<file path="config.mk">
export PLATFORM = sky130hd
export DESIGN_NAME = abus_bus_arbiter
export DESIGN_NICKNAME = d
export VERILOG_FILES = /design/src/rtl/abus_pkg.sv /design/src/rtl/abus_arb_sched.sv /design/src/rtl/abus_bus_arbiter.sv
export SDC_FILE = /design/constraint.sdc
export NUM_CORES = 1
export LEC_CHECK = 0
export ABC_AREA = 1
export CAP_MARGIN = 10
export CORE_AREA = 3 3 84 86
export CTS_BUF_LIST = sky130_fd_sc_hd__clkbuf_8
export DETAILED_ROUTE_END_ITERATION = 16
export DIE_AREA = 0 0 87 89
export GPL_TIMING_DRIVEN = 0
export PLACE_DENSITY = 0.75
export SLEW_MARGIN = 20
export SYNTH_ARGS = -nofsm -noshare
export SYNTH_HDL_FRONTEND = slang
export SYNTH_SLANG_ARGS = --single-unit
</file>
<file path="constraint.sdc">
create_clock -name abus_clk -period 1.2 [get_ports abus_clk]
set_input_delay 0.18 -clock abus_clk [delete_from_list [all_inputs] [get_ports abus_clk]]
set_output_delay 0.18 -clock abus_clk [all_outputs]
set_load 0.1 [all_outputs]
</file>
<file path="src/rtl/abus_pkg.sv">
// Shared types and constants for the abus single-layer interconnect.
package abus_pkg;

    localparam int unsigned SCHED_FIXED = 0;
    localparam int unsigned SCHED_RR    = 1;
    localparam int unsigned MID_WIDTH   = 3;

    typedef enum logic {
        IDLE,
        BUSY
    } abus_state_e;

    function automatic int unsigned sk_size(input int unsigned dw);
        return $clog2(dw + 1);
    endfunction

endpackage

</file>
<file path="src/rtl/abus_arb_sched.sv">
// Request scheduler: fixed priority (lowest index wins) or round-robin from a pointer.
module abus_arb_sched
    import abus_pkg::*;
#(
    parameter int unsigned NB_MASTER = 2,
    parameter int unsigned SCHEDULER = SCHED_FIXED,
    parameter int unsigned PTR_W     = 1
) (
    input  logic [NB_MASTER-1:0] req,
    input  logic [PTR_W-1:0]     ptr,
    output logic [NB_MASTER-1:0] winner,
    output logic                 valid
);

    logic [NB_MASTER-1:0] masked;
    logic                 found;

    always_comb begin
        masked = req;
        // Round-robin: prefer requesters at or above the pointer, else wrap to the lowest.
        if (SCHEDULER == SCHED_RR) begin
            for (int j = 0; j < NB_MASTER; j++) begin
                if (PTR_W'(j) < ptr) begin
                    masked[j] = 1'b0;
                end
            end
            if (masked == '0) begin
                masked = req;
            end
        end

        winner = '0;
        found  = 1'b0;
        for (int j = 0; j < NB_MASTER; j++) begin
            if (masked[j] && !found) begin
                winner[j] = 1'b1;
                found     = 1'b1;
            end
        end
        valid = |req;
    end

endmodule

</file>
<file path="src/rtl/abus_bus_arbiter.sv">
// Single-layer abus arbiter: grants one master at a time and muxes its command to all slaves.
module abus_bus_arbiter
    import abus_pkg::*;
#(
    parameter  int unsigned NB_MASTER  = 2,
    parameter  int unsigned NB_SLAVE   = 3,
    parameter  int unsigned ADDR_WIDTH = 16,
    parameter  int unsigned DATA_WIDTH = 16,
    parameter  int unsigned SCHEDULER  = SCHED_FIXED,
    localparam int unsigned SK_SIZE    = sk_size(DATA_WIDTH)
) (
    input  logic                             abus_clk,
    input  logic                             abus_rstb,
    input  logic [MID_WIDTH*NB_MASTER-1:0]   abus_mid,
    input  logic [NB_MASTER-1:0]             abus_mreq,
    input  logic [NB_MASTER-1:0]             abus_mwrite,
    input  logic [NB_MASTER-1:0]             abus_mread,
    input  logic [NB_MASTER-1:0]             abus_mabort,
    input  logic [NB_MASTER*SK_SIZE-1:0]     abus_mstrb,
    input  logic [NB_MASTER*SK_SIZE-1:0]     abus_mkeep,
    input  logic [NB_MASTER*DATA_WIDTH-1:0]  abus_mwdata,
    input  logic [NB_MASTER*ADDR_WIDTH-1:0]  abus_maddress,
    output logic                             abus_mack,
    output logic [NB_MASTER-1:0]             abus_mgrant,
    output logic [DATA_WIDTH-1:0]            abus_mrdata,
    input  logic [NB_SLAVE-1:0]              abus_sack,
    input  logic [NB_SLAVE*DATA_WIDTH-1:0]   abus_srdata,
    output logic [MID_WIDTH-1:0]             abus_smid,
    output logic                             abus_sreq,
    output logic                             abus_swrite,
    output logic                             abus_sread,
    output logic                             abus_sabort,
    output logic [SK_SIZE-1:0]               abus_sstrb,
    output logic [SK_SIZE-1:0]               abus_skeep,
    output logic [DATA_WIDTH-1:0]            abus_swdata,
    output logic [ADDR_WIDTH-1:0]            abus_saddress
);

    localparam int unsigned PTR_W = (NB_MASTER > 1) ? $clog2(NB_MASTER) : 1;

    abus_state_e          state_q, state_d;
    logic [NB_MASTER-1:0] grant_q, grant_d;
    logic [PTR_W-1:0]     ptr_q, ptr_d;
    logic [NB_MASTER-1:0] win_oh;
    logic                 win_valid;
    logic [PTR_W-1:0]     win_idx;
    logic                 grant_active;

    abus_arb_sched #(
        .NB_MASTER (NB_MASTER),
        .SCHEDULER (SCHEDULER),
        .PTR_W     (PTR_W)
    ) u_sched (
        .req    (abus_mreq),
        .ptr    (ptr_q),
        .winner (win_oh),
        .valid  (win_valid)
    );

    always_comb begin
        win_idx = '0;
        for (int j = 0; j < NB_MASTER; j++) begin
            if (win_oh[j]) begin
                win_idx = PTR_W'(j);
            end
        end
    end

    always_comb begin
        state_d = state_q;
        grant_d = grant_q;
        ptr_d   = ptr_q;
        case (state_q)
            IDLE: begin
                if (win_valid) begin
                    grant_d = win_oh;
                    ptr_d   = (win_idx == PTR_W'(NB_MASTER - 1)) ? '0 : win_idx + PTR_W'(1);
                    state_d = BUSY;
                end
            end
            BUSY: begin
                // Owner releases by dropping its request; acks and aborts do not end the grant.
                if (!(|(abus_mreq & grant_q))) begin
                    grant_d = '0;
                    state_d = IDLE;
                end
            end
            default: begin
                grant_d = '0;
                state_d = IDLE;
            end
        endcase
    end

    always_ff @(posedge abus_clk or negedge abus_rstb) begin
        if (!abus_rstb) begin
            state_q <= IDLE;
            grant_q <= '0;
            ptr_q   <= '0;
        end else begin
            state_q <= state_d;
            grant_q <= grant_d;
            ptr_q   <= ptr_d;
        end
    end

    assign abus_mgrant  = grant_q;
    assign grant_active = |grant_q;

    // Grant is one-hot or zero, so an AND-OR mux selects the owner's fields.
    always_comb begin
        abus_sreq     = 1'b0;
        abus_swrite   = 1'b0;
        abus_sread    = 1'b0;
        abus_sabort   = 1'b0;
        abus_smid     = '0;
        abus_sstrb    = '0;
        abus_skeep    = '0;
        abus_swdata   = '0;
        abus_saddress = '0;
        for (int i = 0; i < NB_MASTER; i++) begin
            abus_sreq     = abus_sreq   | (abus_mreq[i]   & grant_q[i]);
            abus_swrite   = abus_swrite | (abus_mwrite[i] & grant_q[i]);
            abus_sread    = abus_sread  | (abus_mread[i]  & grant_q[i]);
            abus_sabort   = abus_sabort | (abus_mabort[i] & grant_q[i]);
            abus_smid     = abus_smid
                          | (abus_mid[i*MID_WIDTH +: MID_WIDTH] & {MID_WIDTH{grant_q[i]}});
            abus_sstrb    = abus_sstrb
                          | (abus_mstrb[i*SK_SIZE +: SK_SIZE] & {SK_SIZE{grant_q[i]}});
            abus_skeep    = abus_skeep
                          | (abus_mkeep[i*SK_SIZE +: SK_SIZE] & {SK_SIZE{grant_q[i]}});
            abus_swdata   = abus_swdata
                          | (abus_mwdata[i*DATA_WIDTH +: DATA_WIDTH] & {DATA_WIDTH{grant_q[i]}});
            abus_saddress = abus_saddress
                          | (abus_maddress[i*ADDR_WIDTH +: ADDR_WIDTH] & {ADDR_WIDTH{grant_q[i]}});
        end
    end

    always_comb begin
        abus_mrdata = '0;
        for (int s = 0; s < NB_SLAVE; s++) begin
            abus_mrdata = abus_mrdata
                        | (abus_srdata[s*DATA_WIDTH +: DATA_WIDTH] & {DATA_WIDTH{abus_sack[s]}});
        end
        abus_mrdata = abus_mrdata & {DATA_WIDTH{grant_active}};
        abus_mack   = (|abus_sack) & grant_active;
    end

endmodule

</file>
==> results.md <==
- Clk slew on worst S/H paths: 0.04 ns
- Worst-case clock buffer depth: 2
- Final setup margin: -0.4779 ns
- Port Buffer Count: 215
- Antenna violations before repair: 0
- Number of antenna cells inserted: 0
- Data arrival time of the critical path: 1.50 ns
- Top post-synthesis cells by area: sky130_fd_sc_hd__a22o_1 (37%), sky130_fd_sc_hd__nand2_1 (24%), sky130_fd_sc_hd__nand3_1 (8.0%), sky130_fd_sc_hd__buf_6 (7.0%), sky130_fd_sc_hd__dfrtp_1 (6.7%)
- Number of nets produced by synthesis: 337
- Netlist area before placement: 1122 um^2
- Count of non-filler cells in the finished layout: 490
- Category of the worst setup path capture point: output pin
- Share of post-route cells with drive strength above 1: 44.55%
- Std-Cell Core Area: 6350 um^2
- TritonCTS clock tree: built
- Cell leakage power: 0.002048 uW
- Number of synthesized flops with an enable pin: 0
- Post-detailed-routing wire length: 8360 um
- HPWL after detailed placement: 6513 um
- Hold buffers post-CTS: 0
- Max transition margin: 75.64%
- Largest net degree at the start of global routing: 11
- Portion of the post-synthesis area used by sequential elements: 6.689%
- Core occupancy in the finished layout: 72.85%
- Remaining routing DRC violations: 0
- Worst-path maximum fanout: 8
- Final period util: 139.8%
- CTS Buf Count: 3
- Area growth, synth to finish: 312.2%
- Die ar.: 7743 um^2
- Latest clock arrival within the worst-skew pair: 0.23 ns
- Remaining global-route overflow: 0
- Number of global-route vias before repair: 2,429
- Flip-flop and latch count after synthesis: 3
- Most common cell in the synthesized netlist: sky130_fd_sc_hd__nand2_1
- Critical Path Start Type: register
- FP Rows: 29
- Required time reported for the critical path endpoint: 1.02 ns
- Cell total after placement: 478
- Hold Crit Class: primary input to asynchronous set/reset pin
- Setup repair after global routing missed its margin: true
- Violations in the final reports: setup timing
- Routed WL per cell: 17.06 um
- Count of final hold-check violations: 0
- Placer's final routability congestion estimate: 0.7561
- Ports placed on the boundary: 219
- Most used flip-flop cell after synthesis: sky130_fd_sc_hd__dfrtp_1
- First-pass GRT wire length: 12,390 um
- Clock root buffer: sky130_fd_sc_hd__clkbuf_8
- Final worst clock skew: 0.007856 ns
- Max-cap check violation count: 0
- Max H-tree Level: 1
- Total number of vias: 2,263
- Yosys top cell area share: 37.46%
- Yosys warns: 0
- Hold slack final: 0.1359 ns
- Avg Inst Size Synth: 6.034 um^2
- Outcome: finished with violations
- Drt first pass iters: 4
- Least-Margin Pin Slew: 0.3616 ns
- Via-per-instance ratio: 4.618
- Count of final setup violators: 69
- Start-to-end type of the worst setup path: register to output pin
- Post-DRT Antenna Nets: 0
- Die H: 89 um
- Min Clock Period, post-route: 1.678 ns
- Net count reported at finish: 565
- Share of synthesized flip-flops with an asynchronous set or reset: 100.0%
- Gate count after technology mapping: 186
- F_max: 0.5960 GHz
- Top cells by instance count after synthesis: sky130_fd_sc_hd__nand2_1 (71), sky130_fd_sc_hd__a22o_1 (48), sky130_fd_sc_hd__nand3_1 (18)
- Drt initial violations: 36
- Cell type with the highest aggregate area in the netlist: sky130_fd_sc_hd__a22o_1
- Starting utilization of the core area: 17.67%
- Die Span X: 87 um
- Combined global-route utilization of all metal layers: 20.13%
- Fin. max-slew vios: 0
- VDD IR-drop max: 0.002222 V
- # clock sinks: 3
- Netlist cell types: 16
- Cell area power density: 3317 nW/um^2
-- final timing paths --
check                               start             end  slack [ns]  cells after the start
max                        abus_mgrant[1]  abus_mrdata[9]       -0.48                      7
min                             abus_rstb  abus_mgrant[0]        0.14                      1
max reg2reg                abus_mgrant[0]  abus_mgrant[0]       -0.13                      7
min reg2reg                       state_q         state_q        0.57                      2
max in group asynchronous       abus_rstb  abus_mgrant[1]        0.89                      1
min in group abus_clk             state_q         state_q        0.57                      2
-- routing by layer --
| metal | part of all wire, % | track usage [%] |
|---|---|---|
| met5 | 0 | 0 |
| met2 | 56 | 39.75 |
| met1 | 33 | 20.15 |
| met3 | 8.8 | 5.530 |
| met4 | 2.1 | 6.657 |
-- state kept, by name, indices dropped and copies added, names as in the netlist --
register and cells:
abus_mgrant 2, state_q 1
-- layout make-up --
type	instances	area [um^2]
Buffer	19	195.2
Clock buffer	3	41.29
Timing Repair Buffer	223	2674
Tap cell	77	96.34
Multi-Input combinational cell	145	1386
Clock inverter	1	3.754
Sequential cell	3	82.58
Inverter	19	146.4
Fill cell	455	1724
-- critical path: stages, from the launching register on --
cell	delay, ns
sky130_fd_sc_hd__dfrtp_4	0.48
sky130_fd_sc_hd__buf_8	0.15
sky130_fd_sc_hd__inv_8	0.07
sky130_fd_sc_hd__nand2_8	0.08
sky130_fd_sc_hd__buf_16	0.16
sky130_fd_sc_hd__nand2_4	0.06
sky130_fd_sc_hd__clkinvlp_4	0.09
sky130_fd_sc_hd__buf_12	0.17
-- placed cells by master (no fill, tap or decap) --
master	n
sky130_fd_sc_hd__a21oi_4	1
sky130_fd_sc_hd__a22o_4	48
sky130_fd_sc_hd__buf_12	28
sky130_fd_sc_hd__buf_16	1
sky130_fd_sc_hd__buf_2	2
sky130_fd_sc_hd__buf_4	11
sky130_fd_sc_hd__buf_6	21
sky130_fd_sc_hd__buf_8	32
sky130_fd_sc_hd__clkbuf_8	3
sky130_fd_sc_hd__clkdlybuf4s50_1	147
sky130_fd_sc_hd__clkinvlp_4	16
sky130_fd_sc_hd__dfrtp_1	1
sky130_fd_sc_hd__dfrtp_4	2
sky130_fd_sc_hd__inv_1	2
sky130_fd_sc_hd__inv_8	2
sky130_fd_sc_hd__nand2_1	58
sky130_fd_sc_hd__nand2_4	14
sky130_fd_sc_hd__nand2_8	2
sky130_fd_sc_hd__nand3_1	18
sky130_fd_sc_hd__nand3_2	1
sky130_fd_sc_hd__nor2_1	1
sky130_fd_sc_hd__nor3_1	1
sky130_fd_sc_hd__o21ai_0	1
-- per-stage QoR --
stage                     setup slack, ns  total power, uW  instance area, um^2  setup TNS (ns)
final                             -0.4779            15350                 4626          -29.48
after global routing              -0.5182            15760                 4626          -32.14
after CTS                         -0.4620            15140                 4562          -28.64
after detailed placement           -1.141            12740                 3993          -71.90
after global placement             -1.136            12690                 3993          -71.78
after floorplan                   -0.5252            10240                 1744          -24.38
-- power by group --
| part | switching (uW) | total, uW | internal [uW] |
|---|---|---|---|
| Sequential | 54.0 | 221 | 167 |
| Combinational | 9500 | 14800 | 5310 |
| Clock | 96.9 | 317 | 220 |
-- logic make-up (layout without fill, tap and decap cells) --
family | count (synthesis) | count (layout) | share of synthesized area, %
AO/OA/AOI/OAI | 50 | 50 | 38.35
buffers and inverters | 38 | 265 | 19.40
flip-flops | 3 | 3 | 6.689
AND/OR/NAND/NOR | 95 | 95 | 35.56
-- repair_timing --
| item | in CTS | in global routing |
|---|---|---|
| gates cloned | 1 | 0 |
| setup buffers | 4 | 3 |
| endpoints found under the setup margin | 70 | 71 |
| gates resized for setup | 573 | 10 |
| pin swaps | 2 | 2 |
(Power assumes the default switching activity.)
==> edit 1 (same settings) <==
The parameter `ADDR_WIDTH` goes from 16 to 15.
--- a/src/rtl/abus_bus_arbiter.sv
+++ b/src/rtl/abus_bus_arbiter.sv
@@ -5,5 +5,5 @@
     parameter  int unsigned NB_MASTER  = 2,
     parameter  int unsigned NB_SLAVE   = 3,
-    parameter  int unsigned ADDR_WIDTH = 16,
+    parameter  int unsigned ADDR_WIDTH = 15,
     parameter  int unsigned DATA_WIDTH = 16,
     parameter  int unsigned SCHEDULER  = SCHED_FIXED,
Ports: changed (resized abus_maddress and abus_saddress); port bits go from 219 to 216. No check against the original RTL was run, so the function may have changed too.
==> edit 1 against the unedited design <==
Power grew 2.3%. Synthesized cell count fell by 0.54%. Area after synthesis down 2.7%. The run still ends with negative setup slack left. Sequential cell count stayed put. Sequential power about the same. Critical path type unchanged. Critical endpoint is now abus_swdata[14]. Wire length down 1.3%. Worst setup slack lost 19 ps. Final area increased by 3.3%.
==> edit 1: results (changes against the unedited design) <==
Resize count post-CTS = 566 (was 573)
worst skew pair latency = 210 ps (was 230 ps)
clk cell area share = 0.943% (was 0.974%)
reg-to-reg setup timing slack = -170 ps (was -130 ps)
dpl hpwl = 6290 um (was 6510 um)
syn_nets = 334 (was 337)
Syn Inst Count = 185 (was 186)
metal3 WL = 818 um (was 732 um)
violated checks = negative setup slack (unchanged)
Clk. pwr = 286 uW (was 317 uW)
IO Port Bufs = 212 (was 215)
Routed wire per std cell = 16.7 um (was 17.1 um)
drt via density = 4.56 (was 4.62)
final setup vio count = 69 (unchanged)
M1 wire length = 2650 um (was 2730 um)
Finished Layout Cells = 495 (was 490)
worst setup margin = -496 ps (was -478 ps)
vias in the first global route = 2498 (was 2429)
DRT iter0 DRCs = 29 (was 36)
Met2 Routed Length = 4760 um (was 4720 um)
fillers = 439 (was 455)
met2 Use GR = 39.5% (was 39.8%)
Layout area overhead = 337% (was 312%)
Setup Skew = 0.221 ps (was 7.86 ps)
Distinct cells, synth = 13 (was 16)
Final nets = 568 (was 565)
relative max-transition margin = 34.5% (was 75.6%)
cell total after placement = 474 (was 478)
layout cells sized above 1 = 47.8% (was 44.6%)
hold slack final = 165 ps (was 136 ps)
Post-DP Area = 3940 um^2 (was 3990 um^2)
met3 Use GR = 5.25% (was 5.53%)
outcome = finished with violations (unchanged)
Buffers excl. clock = 248 (was 242)
GP Congestion = 0.743 (was 0.756)
maximum VDD drop = 2.46 mV (was 2.22 mV)
worst-path fanout max = 6 (was 8)
CP arrival = 1520 ps (was 1500 ps)
total combinational power = 15.2 mW (was 14.8 mW)
fraction of area in multi-input gates = 29.7% (was 30.0%)
Leak = 2.10 nW (was 2.05 nW)
post-place setup slack = -1130 ps (was -1140 ps)
top post-synthesis cells by area = a22o_1 (38%), nand2_1 (25%), nand3_1 (8.7%), dfrtp_1 (6.9%), inv_1 (6.5%) (was a22o_1 (37%), nand2_1 (24%), nand3_1 (8.0%), buf_6 (7.0%), dfrtp_1 (6.7%))
edit 1: cell count changes in the layout (fill, tap and decap cells not counted), sizes merged:
cell	before	now
a22o	48	47
buf	95	98
bufbuf	0	1
clkbuf	3	6
clkdlybuf4s50	147	145
dlygate4sd2	0	1
edit 1: worst max-delay path by stage:
stage                               startpoint               to  slack, ps
finish              abus_mgrant[0]$_DFFE_PN0P_  abus_swdata[14]       -500
global route        abus_mgrant[0]$_DFFE_PN0P_  abus_swdata[14]       -530
CTS                 abus_mgrant[0]$_DFFE_PN0P_  abus_swdata[14]       -510
detailed placement  abus_mgrant[0]$_DFFE_PN0P_  abus_swdata[14]      -1130
global placement    abus_mgrant[0]$_DFFE_PN0P_  abus_swdata[14]      -1130
floorplan           abus_mgrant[0]$_DFFE_PN0P_   abus_mrdata[0]       -520
edit 1: cell families after synthesis:
family                 after synthesis  share of synthesized area, %
buffers and inverters               38                          19.4
DFF                                  3                          6.87
AOI/OAI and AO/OA                   49                          38.6
and+or+nand+nor                     95                          35.2
==> edit 2 (same flow settings) <==
Made on the original files. Reset style: synchronous (`abus_rstb`), changed in one clocked block.
--- a/src/rtl/abus_bus_arbiter.sv
+++ b/src/rtl/abus_bus_arbiter.sv
@@ -93,5 +93,5 @@
     end
 
-    always_ff @(posedge abus_clk or negedge abus_rstb) begin
+    always_ff @(posedge abus_clk) begin
         if (!abus_rstb) begin
             state_q <= IDLE;
Check against the original RTL: differs if abus_rstb is asserted again (counterexample within 4 cycles, from zero or initial values and one cycle with abus_rstb low); with abus_rstb held inactive, the same outputs for 10 cycles.
==> edit 2 against the unedited design <==
Cell count stayed put. Final area fell by 2.9%. Non-clock buffer count unchanged. Area after synthesis shrank 2.6%. Clock skew down 6.1 ps. The flow still finishes with violations (negative setup slack). Sequential cell count is the same. Wire length is 2.6% lower. Synthesized cell count did not move. Worst setup slack gained 110 ps. Largest cell class unchanged.
Power is left out: it rests on default switching activity, and per cell area and clock period it moved more than threefold.
==> edit 2: results (changes against the unedited design) <==
Slowest-stage cell, CP = dfxtp_4 (was dfrtp_4)
reg-to-reg setup timing slack = 20 ps (was -130 ps)
outcome = finished with violations (unchanged)
# diodes = 0 (unchanged)
worst skew pair latency = 220 ps
dpl hpwl = 6640 um (was 6510 um)
cell total after placement = 478 (unchanged)
number of flip-flops under the largest register name = 2 (unchanged)
Post-synth top cells = nand2_1 (68), a22o_1 (48), inv_1 (18), nand3_1 (18), buf_2 (11) (was nand2_1 (71), a22o_1 (48), nand3_1 (18))
worst setup margin = -369 ps (was -478 ps)
fillers = 468 (was 455)
Distinct cells, synth = 17 (was 16)
final setup vio count = 66 (was 69)
clock slew at reported path FFs = 30 ps
Async SR Flop Fraction = 0% (was 100%)
TritonRoute pass-1 iters = 3 (was 4)
Finished Layout Cells = 490 (unchanged)
min-delay worst type = flip-flop to flip-flop (was primary input to async pin)
IO Port Bufs = 215 (unchanged)
H-tree levels = 1 (unchanged)
routed vias = 2265 (was 2263)
aggregate global-route resource usage = 18.8% (was 20.1%)
Largest stage delay, worst path = 330 ps (was 480 ps)
initial antenna violation count = 0 (unchanged)
largest net degree at the start of global routing = 11 (unchanged)
share of the yosys chip area belonging to registers = 5.49% (was 6.69%)
layout cells sized above 1 = 45.8% (was 44.6%)
Root Buffer = clkbuf_8 (unchanged)
Setup Skew = 1.75 ps (was 7.86 ps)
syn_nets = 337 (unchanged)
vias in the first global route = 2378 (was 2429)
top post-synthesis cells by area = a22o_1 (38%), nand2_1 (23%), nand3_1 (8.2%), inv_1 (6.2%), dfxtp_1 (5.5%) (was a22o_1 (37%), nand2_1 (24%), nand3_1 (8.0%), buf_6 (7.0%), dfrtp_1 (6.7%))
worst-path fanout max = 10 (was 8)
relative max-transition margin = 64.5% (was 75.6%)
TritonCTS buffer count = 3 (unchanged)
global-route wire length before repair = 11600 um (was 12400 um)
Max clock buf depth = 2 (unchanged)
Final nets = 565 (unchanged)
average size of a mapped cell = 5.88 um^2 (was 6.03 um^2)
Main synth FF type = dfxtp_1 (was dfrtp_1)
GP Congestion = 0.732 (was 0.756)
Routed wire per std cell = 16.6 um (was 17.1 um)
violated checks = negative setup slack (unchanged)
yosys warns = 0 (unchanged)
DRT iter0 DRCs = 32 (was 36)
CP arrival = 1390 ps (was 1500 ps)
-- edit 2: cell count changes in the layout (fill, tap and decap cells not counted), moves of 3 or more --
cell | before | now
buf_6 | 21 | 43
buf_8 | 32 | 4
clkbuf_4 | 0 | 3
nand2_1 | 58 | 53
-- edit 2: worst max-delay path, delay by kind of cell, from the launching register on --
kind | cells | cell delay (ps)
and+or+nand+nor | 2 | 220
DFF | 1 | 330
buffers and inverters | 5 | 620
-- edit 2: through the flow --
| step | TNS (ps) | cell area, um^2 | hold WS (ps) | setup WS [ps] |
|---|---|---|---|---|
| detailed placement | -67460 | 3990 | 507 | -1150 |
| CTS | -23660 | 4270 | 510 | -398 |
| global placement | -67100 | 3990 | 501 | -1110 |
| floorplan | -17410 | 1740 | 315 | -415 |
| finish | -20360 | 4490 | 526 | -369 |
| global route | -23390 | 4490 | 540 | -440 |
-- edit 2: layer usage --
layer,routed length (um),up-vias,global-route usage (%)
li1,-,1098,-
met1,2540,1044,18.5
met2,4660,115,37.1
met3,852,8,7.56
met4,88,0,3.26
met5,0,-,0
-- edit 2: repair_timing --
item,in CTS,in global routing
cloned,1,0
endpoints found under the hold margin,0,0
endpoints found under the setup margin,68,69
buffers inserted,2,5
gates resized for setup,494,50
hold buffers,0,0
pin swaps,0,3
-- edit 2: cell families (layout without fill, tap and decap cells) --
group,Yosys count,in the layout,share of synthesized area (%)
and+or+nand+nor,93,93,35.8
buffers and inverters,38,265,18.4
AOI/OAI and AO/OA,52,52,40.3
DFF,3,3,5.49
-- edit 2: final cells by class --
| cell class | instances | share of cell area [%] |
|---|---|---|
| repair buffers | 223 | 56.6 |
| plain buffers | 19 | 4.35 |
| inverters | 19 | 2.98 |
| clock inverters | 1 | 0.0836 |
| multi-input cells | 145 | 31.4 |
| clock buffers | 3 | 0.919 |
| well taps | 77 | 2.14 |
| flip-flops and latches | 3 | 1.50 |
-- edit 2: path summary, 6_finish.rpt --
| path | from | to | depth (start not counted) |
|---|---|---|---|
| worst max-delay path | abus_mgrant[0]$_SDFFE_PN0P_ | abus_mrdata[6] | 7 |
| worst min-delay path | state_q$_SDFF_PN0_ | state_q$_SDFF_PN0_ | 2 |
| worst max register to register | abus_mgrant[1]$_SDFFE_PN0P_ | abus_mgrant[0]$_SDFFE_PN0P_ | 7 |
| worst min register to register | state_q$_SDFF_PN0_ | state_q$_SDFF_PN0_ | 2 |
